## config.mk

```make
export PLATFORM = sky130hd
export DESIGN_NAME = neighbor_builder
export DESIGN_NICKNAME = d
export VERILOG_FILES = /design/src/rtl/neighbor_builder.sv
export SDC_FILE = /design/constraint.sdc
export NUM_CORES = 1
export LEC_CHECK = 0
export ABC_CLOCK_PERIOD_IN_PS = 10600
export BUFFER_PORTS_ARGS = -buffer_cell sky130_fd_sc_hd__buf_2
export CORE_MARGIN = 2
export CORE_UTILIZATION = 40
export DETAILED_ROUTE_END_ITERATION = 12
export HOLD_SLACK_MARGIN = 0.05
export SLEW_MARGIN = 30
export SYNTH_ARGS = -nofsm -noshare
export SYNTH_HDL_FRONTEND = slang
export SYNTH_SLANG_ARGS = --single-unit
export TNS_END_PERCENT = 5
```

## constraint.sdc

```tcl
create_clock -name clk -period 10.6 [get_ports clk]
set_input_delay 1.06 -clock clk [delete_from_list [all_inputs] [get_ports clk]]
set_output_delay 1.06 -clock clk [all_outputs]
set_load 0.02 [all_outputs]
```

## src/rtl/neighbor_builder.sv

```systemverilog
// neighbor_builder: walks the face list of a triangle mesh held in the object
// RAM and builds a fixed-size neighbor slot per vertex in the neighbor RAM.
// Optional feature macro NBR_DEDUP_EN: when defined, each directed edge first
// scans the existing list and skips neighbors already present; when undefined
// every directed edge is appended (duplicates stored).
// RAM address width comes from the ADDR_WIDTH define (default 11).
// State advances on the falling clock edge so that the RAMs, which sample on
// the rising edge, see stable address/data and return read data in time for
// the following falling edge.
`ifndef ADDR_WIDTH
`define ADDR_WIDTH 11
`endif

module neighbor_builder #(
  parameter int MAX_NEIGHBOR_COUNT = 10
) (
  input  logic                   clk,
  input  logic                   rst_n,
  input  logic                   start,
  input  logic [31:0]            vertex_count,
  input  logic [31:0]            face_count,
  input  logic [31:0]            RAM_OBJ_Do,
  output logic                   RAM_OBJ_EN,
  output logic [3:0]             RAM_OBJ_WE,
  output logic [`ADDR_WIDTH-1:0] RAM_OBJ_A,
  output logic [31:0]            RAM_OBJ_Di,
  input  logic [31:0]            RAM_NBR_Do,
  output logic                   RAM_NBR_EN,
  output logic [3:0]             RAM_NBR_WE,
  output logic [`ADDR_WIDTH-1:0] RAM_NBR_A,
  output logic [31:0]            RAM_NBR_Di,
  output logic                   busy,
  output logic                   done,
  output logic                   overflow
);

  localparam int AW = `ADDR_WIDTH;
  // A slot holds one count word, so at most MAX_NEIGHBOR_COUNT-1 neighbors.
  localparam logic [31:0] SLOT_CAP = 32'(MAX_NEIGHBOR_COUNT - 1);

`ifdef NBR_DEDUP_EN
  typedef enum logic [2:0] {
    IDLE, CLEAR, FETCH_FACE, READ_COUNT, SCAN, APPEND, DONE
  } state_t;
`else
  typedef enum logic [2:0] {
    IDLE, CLEAR, FETCH_FACE, READ_COUNT, APPEND, DONE
  } state_t;
`endif

  state_t          state_q, state_d;
  logic [31:0]     vtx_q, vtx_d;       // next vertex to clear (0-based)
  logic [31:0]     face_q, face_d;     // current face (0-based)
  logic [1:0]      phase_q, phase_d;   // sub-step inside FETCH_FACE / APPEND
  logic [2:0]      edge_q, edge_d;     // directed edge 0..5 of current face
  logic [31:0]     a_q, a_d;
  logic [31:0]     b_q, b_d;
  logic [31:0]     c_q, c_d;
  logic [31:0]     cnt_q, cnt_d;       // neighbor count of the edge source
`ifdef NBR_DEDUP_EN
  logic [31:0]     scan_q, scan_d;     // list position being compared (1-based)
`endif
  logic            en_q, en_d;
  logic [AW-1:0]   obj_a_q, obj_a_d;
  logic [AW-1:0]   nbr_a_q, nbr_a_d;
  logic [31:0]     nbr_di_q, nbr_di_d;
  logic [3:0]      nbr_we_q, nbr_we_d;
  logic            busy_q, busy_d;
  logic            done_q, done_d;
  logic            ovf_q, ovf_d;

  logic [31:0]     src, dst, nxt_src, cnt_sel;
  logic            do_decide, do_adv;

  // Word address of the count word of 1-based vertex v.
  function automatic logic [AW-1:0] slot_base(input logic [AW-1:0] v);
    logic [AW-1:0] vm1;
    vm1 = v - AW'(1);
    return vm1 * AW'(MAX_NEIGHBOR_COUNT);
  endfunction

  // Word address of corner k of face f; faces follow the vertex block.
  function automatic logic [AW-1:0] corner_addr(input logic [AW-1:0] vc,
                                                input logic [AW-1:0] f,
                                                input logic [1:0]    k);
    return vc * AW'(3) + AW'(1) + f * AW'(3) + AW'(k);
  endfunction

  // Source/destination of the current directed edge: ab, ba, bc, cb, ca, ac.
  always_comb begin
    src = a_q;
    dst = b_q;
    case (edge_q)
      3'd0:    begin src = a_q; dst = b_q; end
      3'd1:    begin src = b_q; dst = a_q; end
      3'd2:    begin src = b_q; dst = c_q; end
      3'd3:    begin src = c_q; dst = b_q; end
      3'd4:    begin src = c_q; dst = a_q; end
      default: begin src = a_q; dst = c_q; end
    endcase
  end

  // Source of the following edge, used to prefetch its count word.
  always_comb begin
    nxt_src = a_q;
    case (edge_q)
      3'd0:    nxt_src = b_q;
      3'd1:    nxt_src = b_q;
      3'd2:    nxt_src = c_q;
      3'd3:    nxt_src = c_q;
      default: nxt_src = a_q;
    endcase
  end

  // Next-state and next-output logic for the build sequencer.
  always_comb begin
    state_d   = state_q;
    vtx_d     = vtx_q;
    face_d    = face_q;
    phase_d   = phase_q;
    edge_d    = edge_q;
    a_d       = a_q;
    b_d       = b_q;
    c_d       = c_q;
    cnt_d     = cnt_q;
`ifdef NBR_DEDUP_EN
    scan_d    = scan_q;
`endif
    en_d      = en_q;
    obj_a_d   = obj_a_q;
    nbr_a_d   = nbr_a_q;
    nbr_di_d  = nbr_di_q;
    nbr_we_d  = 4'b0000;
    busy_d    = busy_q;
    done_d    = 1'b0;
    ovf_d     = ovf_q;
    do_decide = 1'b0;
    do_adv    = 1'b0;
    cnt_sel   = cnt_q;

    case (state_q)
      IDLE: begin
        if (start) begin
          state_d = CLEAR;
          busy_d  = 1'b1;
          en_d    = 1'b1;
          ovf_d   = 1'b0;
          vtx_d   = 32'd0;
        end
      end

      CLEAR: begin
        if (vtx_q < vertex_count) begin
          nbr_a_d  = slot_base(vtx_q[AW-1:0] + AW'(1));
          nbr_di_d = 32'd0;
          nbr_we_d = 4'b1111;
          vtx_d    = vtx_q + 32'd1;
        end else if (face_count == 32'd0) begin
          state_d = DONE;
          done_d  = 1'b1;
          busy_d  = 1'b0;
          en_d    = 1'b0;
        end else begin
          state_d = FETCH_FACE;
          face_d  = 32'd0;
          phase_d = 2'd0;
          obj_a_d = corner_addr(vertex_count[AW-1:0], '0, 2'd0);
        end
      end

      FETCH_FACE: begin
        case (phase_q)
          2'd0: begin
            a_d     = RAM_OBJ_Do;
            obj_a_d = corner_addr(vertex_count[AW-1:0], face_q[AW-1:0], 2'd1);
            phase_d = 2'd1;
          end
          2'd1: begin
            b_d     = RAM_OBJ_Do;
            obj_a_d = corner_addr(vertex_count[AW-1:0], face_q[AW-1:0], 2'd2);
            phase_d = 2'd2;
          end
          default: begin
            c_d     = RAM_OBJ_Do;
            state_d = READ_COUNT;
            edge_d  = 3'd0;
            nbr_a_d = slot_base(a_q[AW-1:0]);
          end
        endcase
      end

      READ_COUNT: begin
        cnt_d = RAM_NBR_Do;
`ifdef NBR_DEDUP_EN
        if (RAM_NBR_Do == 32'd0) begin
          cnt_sel   = RAM_NBR_Do;
          do_decide = 1'b1;
        end else begin
          state_d = SCAN;
          scan_d  = 32'd1;
          nbr_a_d = slot_base(src[AW-1:0]) + AW'(1);
        end
`else
        cnt_sel   = RAM_NBR_Do;
        do_decide = 1'b1;
`endif
      end

`ifdef NBR_DEDUP_EN
      SCAN: begin
        if (RAM_NBR_Do == dst) begin
          do_adv = 1'b1;
        end else if (scan_q >= cnt_q) begin
          do_decide = 1'b1;
        end else begin
          scan_d  = scan_q + 32'd1;
          nbr_a_d = slot_base(src[AW-1:0]) + scan_q[AW-1:0] + AW'(1);
        end
      end
`endif

      APPEND: begin
        // Phase 0 shows the neighbor write; queue the count update behind it.
        if (phase_q == 2'd0) begin
          nbr_a_d  = slot_base(src[AW-1:0]);
          nbr_di_d = cnt_q + 32'd1;
          nbr_we_d = 4'b1111;
          phase_d  = 2'd1;
        end else begin
          do_adv = 1'b1;
        end
      end

      DONE: begin
        state_d = IDLE;
      end

      default: begin
        state_d = IDLE;
      end
    endcase

    // No match found: append if the slot has room, otherwise flag overflow.
    if (do_decide) begin
      if (cnt_sel < SLOT_CAP) begin
        state_d  = APPEND;
        phase_d  = 2'd0;
        nbr_a_d  = slot_base(src[AW-1:0]) + cnt_sel[AW-1:0] + AW'(1);
        nbr_di_d = dst;
        nbr_we_d = 4'b1111;
      end else begin
        ovf_d  = 1'b1;
        do_adv = 1'b1;
      end
    end

    // Move on to the next edge, the next face, or finish.
    if (do_adv) begin
      if (edge_q == 3'd5) begin
        if (face_q + 32'd1 >= face_count) begin
          state_d = DONE;
          done_d  = 1'b1;
          busy_d  = 1'b0;
          en_d    = 1'b0;
        end else begin
          state_d = FETCH_FACE;
          face_d  = face_q + 32'd1;
          phase_d = 2'd0;
          obj_a_d = corner_addr(vertex_count[AW-1:0], face_q[AW-1:0] + AW'(1), 2'd0);
        end
      end else begin
        state_d = READ_COUNT;
        edge_d  = edge_q + 3'd1;
        nbr_a_d = slot_base(nxt_src[AW-1:0]);
      end
    end
  end

  // State and registered outputs, falling-edge clocked, async active-low reset.
  always_ff @(negedge clk or negedge rst_n) begin
    if (!rst_n) begin
      state_q  <= IDLE;
      vtx_q    <= '0;
      face_q   <= '0;
      phase_q  <= '0;
      edge_q   <= '0;
      a_q      <= '0;
      b_q      <= '0;
      c_q      <= '0;
      cnt_q    <= '0;
`ifdef NBR_DEDUP_EN
      scan_q   <= '0;
`endif
      en_q     <= 1'b0;
      obj_a_q  <= '0;
      nbr_a_q  <= '0;
      nbr_di_q <= '0;
      nbr_we_q <= '0;
      busy_q   <= 1'b0;
      done_q   <= 1'b0;
      ovf_q    <= 1'b0;
    end else begin
      state_q  <= state_d;
      vtx_q    <= vtx_d;
      face_q   <= face_d;
      phase_q  <= phase_d;
      edge_q   <= edge_d;
      a_q      <= a_d;
      b_q      <= b_d;
      c_q      <= c_d;
      cnt_q    <= cnt_d;
`ifdef NBR_DEDUP_EN
      scan_q   <= scan_d;
`endif
      en_q     <= en_d;
      obj_a_q  <= obj_a_d;
      nbr_a_q  <= nbr_a_d;
      nbr_di_q <= nbr_di_d;
      nbr_we_q <= nbr_we_d;
      busy_q   <= busy_d;
      done_q   <= done_d;
      ovf_q    <= ovf_d;
    end
  end

  // The object RAM is only ever read.
  assign RAM_OBJ_EN = en_q;
  assign RAM_OBJ_WE = 4'b0000;
  assign RAM_OBJ_A  = obj_a_q;
  assign RAM_OBJ_Di = 32'd0;
  assign RAM_NBR_EN = en_q;
  assign RAM_NBR_WE = nbr_we_q;
  assign RAM_NBR_A  = nbr_a_q;
  assign RAM_NBR_Di = nbr_di_q;
  assign busy       = busy_q;
  assign done       = done_q;
  assign overflow   = ovf_q;

endmodule

```

==> results_dict.tcl <==
set metrics [dict create \
    ctsResizeCount 0 \
    cts_tree "done" \
    ys_seq_elements 259 \
    status "finished, final reports clean" \
    clock_path_buffers 3 \
    ant_nets 0 \
    final_hold_viol_count 0 \
    dpl.hpwl_mm 42.9 \
    final_layout_size_suffix_gt1_frac 0.156 \
    area_growth_pct 13.5 \
    vias 16707 \
    tightestPinTransition_ps 970 \
    worstPathMaxFanout 5 \
    grt_max_degree 110 \
    seq_area_frac_synth 0.332 \
    clock_latency_ps 560 \
    numCtsBuffers 34 \
    fp.dieW_um 225 \
    cts_setup_buffers 0 \
    die_h_um 225 \
    synth_warnings 0 \
    synth.cell_area_sq_um 19500 \
    worstHoldPathType "flop to flop" \
    clkTransAtPathRegs_ps 40 \
    layout_commonest_cell "nand2_1" \
    rsz0062_at_grt "no" \
    crit_required_ps 5670 \
    row_count 80 \
    wirelength_mm 58.1 \
    final_cell_mix "nand2_1, dfrtn_1, buf_2" \
    critPathLaunch "vertex_count[1]" \
    htreeDepth 2 \
    synth_edf_count 0 \
    hold_start "c_q[30]" \
    initialDrtViolationCount 1325 \
    fillers 4612 \
    cts_num_sinks 259 \
    yosysTopAreaCell "dfrtn_1" \
    fin_tns_setup_ps 0 \
    synthTopCellsByArea "dfrtn_1, ha_1, nand2_1" \
    core_area_sq_um 47900 \
    cp-end-kind "flop" \
    skew_ps 22.5 \
    start_util 0.407 \
    synth_top_area_share 0.332 \
    vias_per_cell 5.57 \
    io_buffers 193 \
    grt_pass1_vias 16477 \
    grt_usage 0.230 \
    antenna_found_initial 4 \
    fin_nets 2697 \
    io-pin-count 230 \
    wl_per_cell_um 19.4 \
    synthCells 2206 \
    synthDistinctLibCells 74 \
    cts_hold_buf 0 \
    maxSlewHeadroom 0.351 \
    avgSynthCellArea_sq_um 8.84 \
    setup_violations 0 \
    drt_first_pass_iters 6 \
    criticalPathCategory "input port to flop" \
    cap_violations 0 \
    die_area_sq_um 50600 \
    synthFlopType "dfrtn_1" \
    rr_startpoint "edge_q[0]" \
    crit_path_start_kind "input port" \
    cp.arrival_ps 5160 \
    slew_viol_final 0 \
    grt_pass1_wl_mm 92.2 \
    async_reset_ff_frac 1.00 \
    grt-ovfl-total 0 \
    cts-root-buf "clkbuf_16" \
    drc_errors 0 \
    gp_congestion 0.938 \
]
state kept, by name (all words and copies together) (netlist names), 2 cells and up:
register,flops
phase_q,2
a_q,32
RAM_NBR_A,11
b_q,32
state_q,3
face_q,32
edge_q,3
vtx_q,32
cnt_q,32
RAM_OBJ_A,11
RAM_NBR_Di,32
c_q,32
path summary, 6_finish.rpt:
path	to	cells after the start	slack (ps)
setup / recovery	RAM_OBJ_A[9]	20	510
hold / removal	c_q[30]	2	410
setup reg to reg	RAM_NBR_A[10]	18	4940
hold reg to reg	c_q[30]	2	410
max in group asynchronous	vtx_q[23]	2	3830
min in group asynchronous	a_q[25]	1	5640
cell type report:
class / instances / area (sq um) / share of cell area
clock buffers: 43 / 905 / 0.0409
diodes: 2 / 5.00 / 0.000226
repair buffers: 225 / 1240 / 0.0561
multi-input cells: 1710 / 12000 / 0.541
well taps: 615 / 769 / 0.0348
clock inverters: 15 / 251 / 0.0114
inverters: 133 / 499 / 0.0226
flip-flops and latches: 259 / 6480 / 0.293
stage by stage:
step,area [sq um],utilization,worst slack [ps],hold slack [ps],std cells
final,22100,0.462,508,413,3002
after global routing,22100,0.462,132,437,3000
after CTS,22100,0.462,574,419,3000
after detailed placement,21000,0.438,7.60,418,2942
after global placement,21000,0.438,132,413,2942
after floorplan,19600,-,486,401,2241
metal layers:
metal  wire [um]  vias to the layer above  track usage
li1            -                     8026            -
met1       27000                     8162        0.322
met2       26900                      442        0.373
met5           0                        -            0
met4        1300                        0       0.0677
met3        2860                       77       0.0287
cells by family (layout without fill, tap and decap cells):
group / after synthesis / in the layout / share of synthesized area
buf+inv: 272 / 416 / 0.0619
compound gates: 515 / 515 / 0.178
simple gates: 703 / 703 / 0.164
other cells: 1 / 38 / 0.000192
fa+ha+maj: 203 / 203 / 0.140
flops: 259 / 259 / 0.332
mux: 73 / 73 / 0.0421
xor+xnor: 180 / 180 / 0.0812
worst max-delay path: stages:
cell and delay (ps):
buf_2 110, inv_1 80, ha_1 320, nor2b_1 60, o21a_1 170, o21a_1 160, o21ai_0 310, nor2b_1 210
xnor2_1 190, fa_1 480, ha_1 360, nor2_1 60, nor2_1 80, o21ai_0 130, a21oi_1 250, xor2_1 380
nand4_1 150, a21o_1 200, a221oi_1 290, mux2i_1 110
Yosys cell counts, types with 20 or more instances:
library cell	instances
nor3_1	36
ha_1	178
buf_4	42
nor2b_1	20
xor2_1	57
nand4_1	29
nand2_1	335
a21o_1	52
fa_1	25
o21ai_0	101
xnor2_1	122
nor2_1	117
mux2_2	65
inv_1	133
clkbuf_1	74
a21oi_1	118
a22oi_1	49
nor4_1	22
and3_1	28
a221oi_1	45
nand3_1	57
dfrtn_1	259
Power is left out: the tool's default activity adds up to more than one toggle a clock period on the data nets, which glitch-free logic cannot reach.
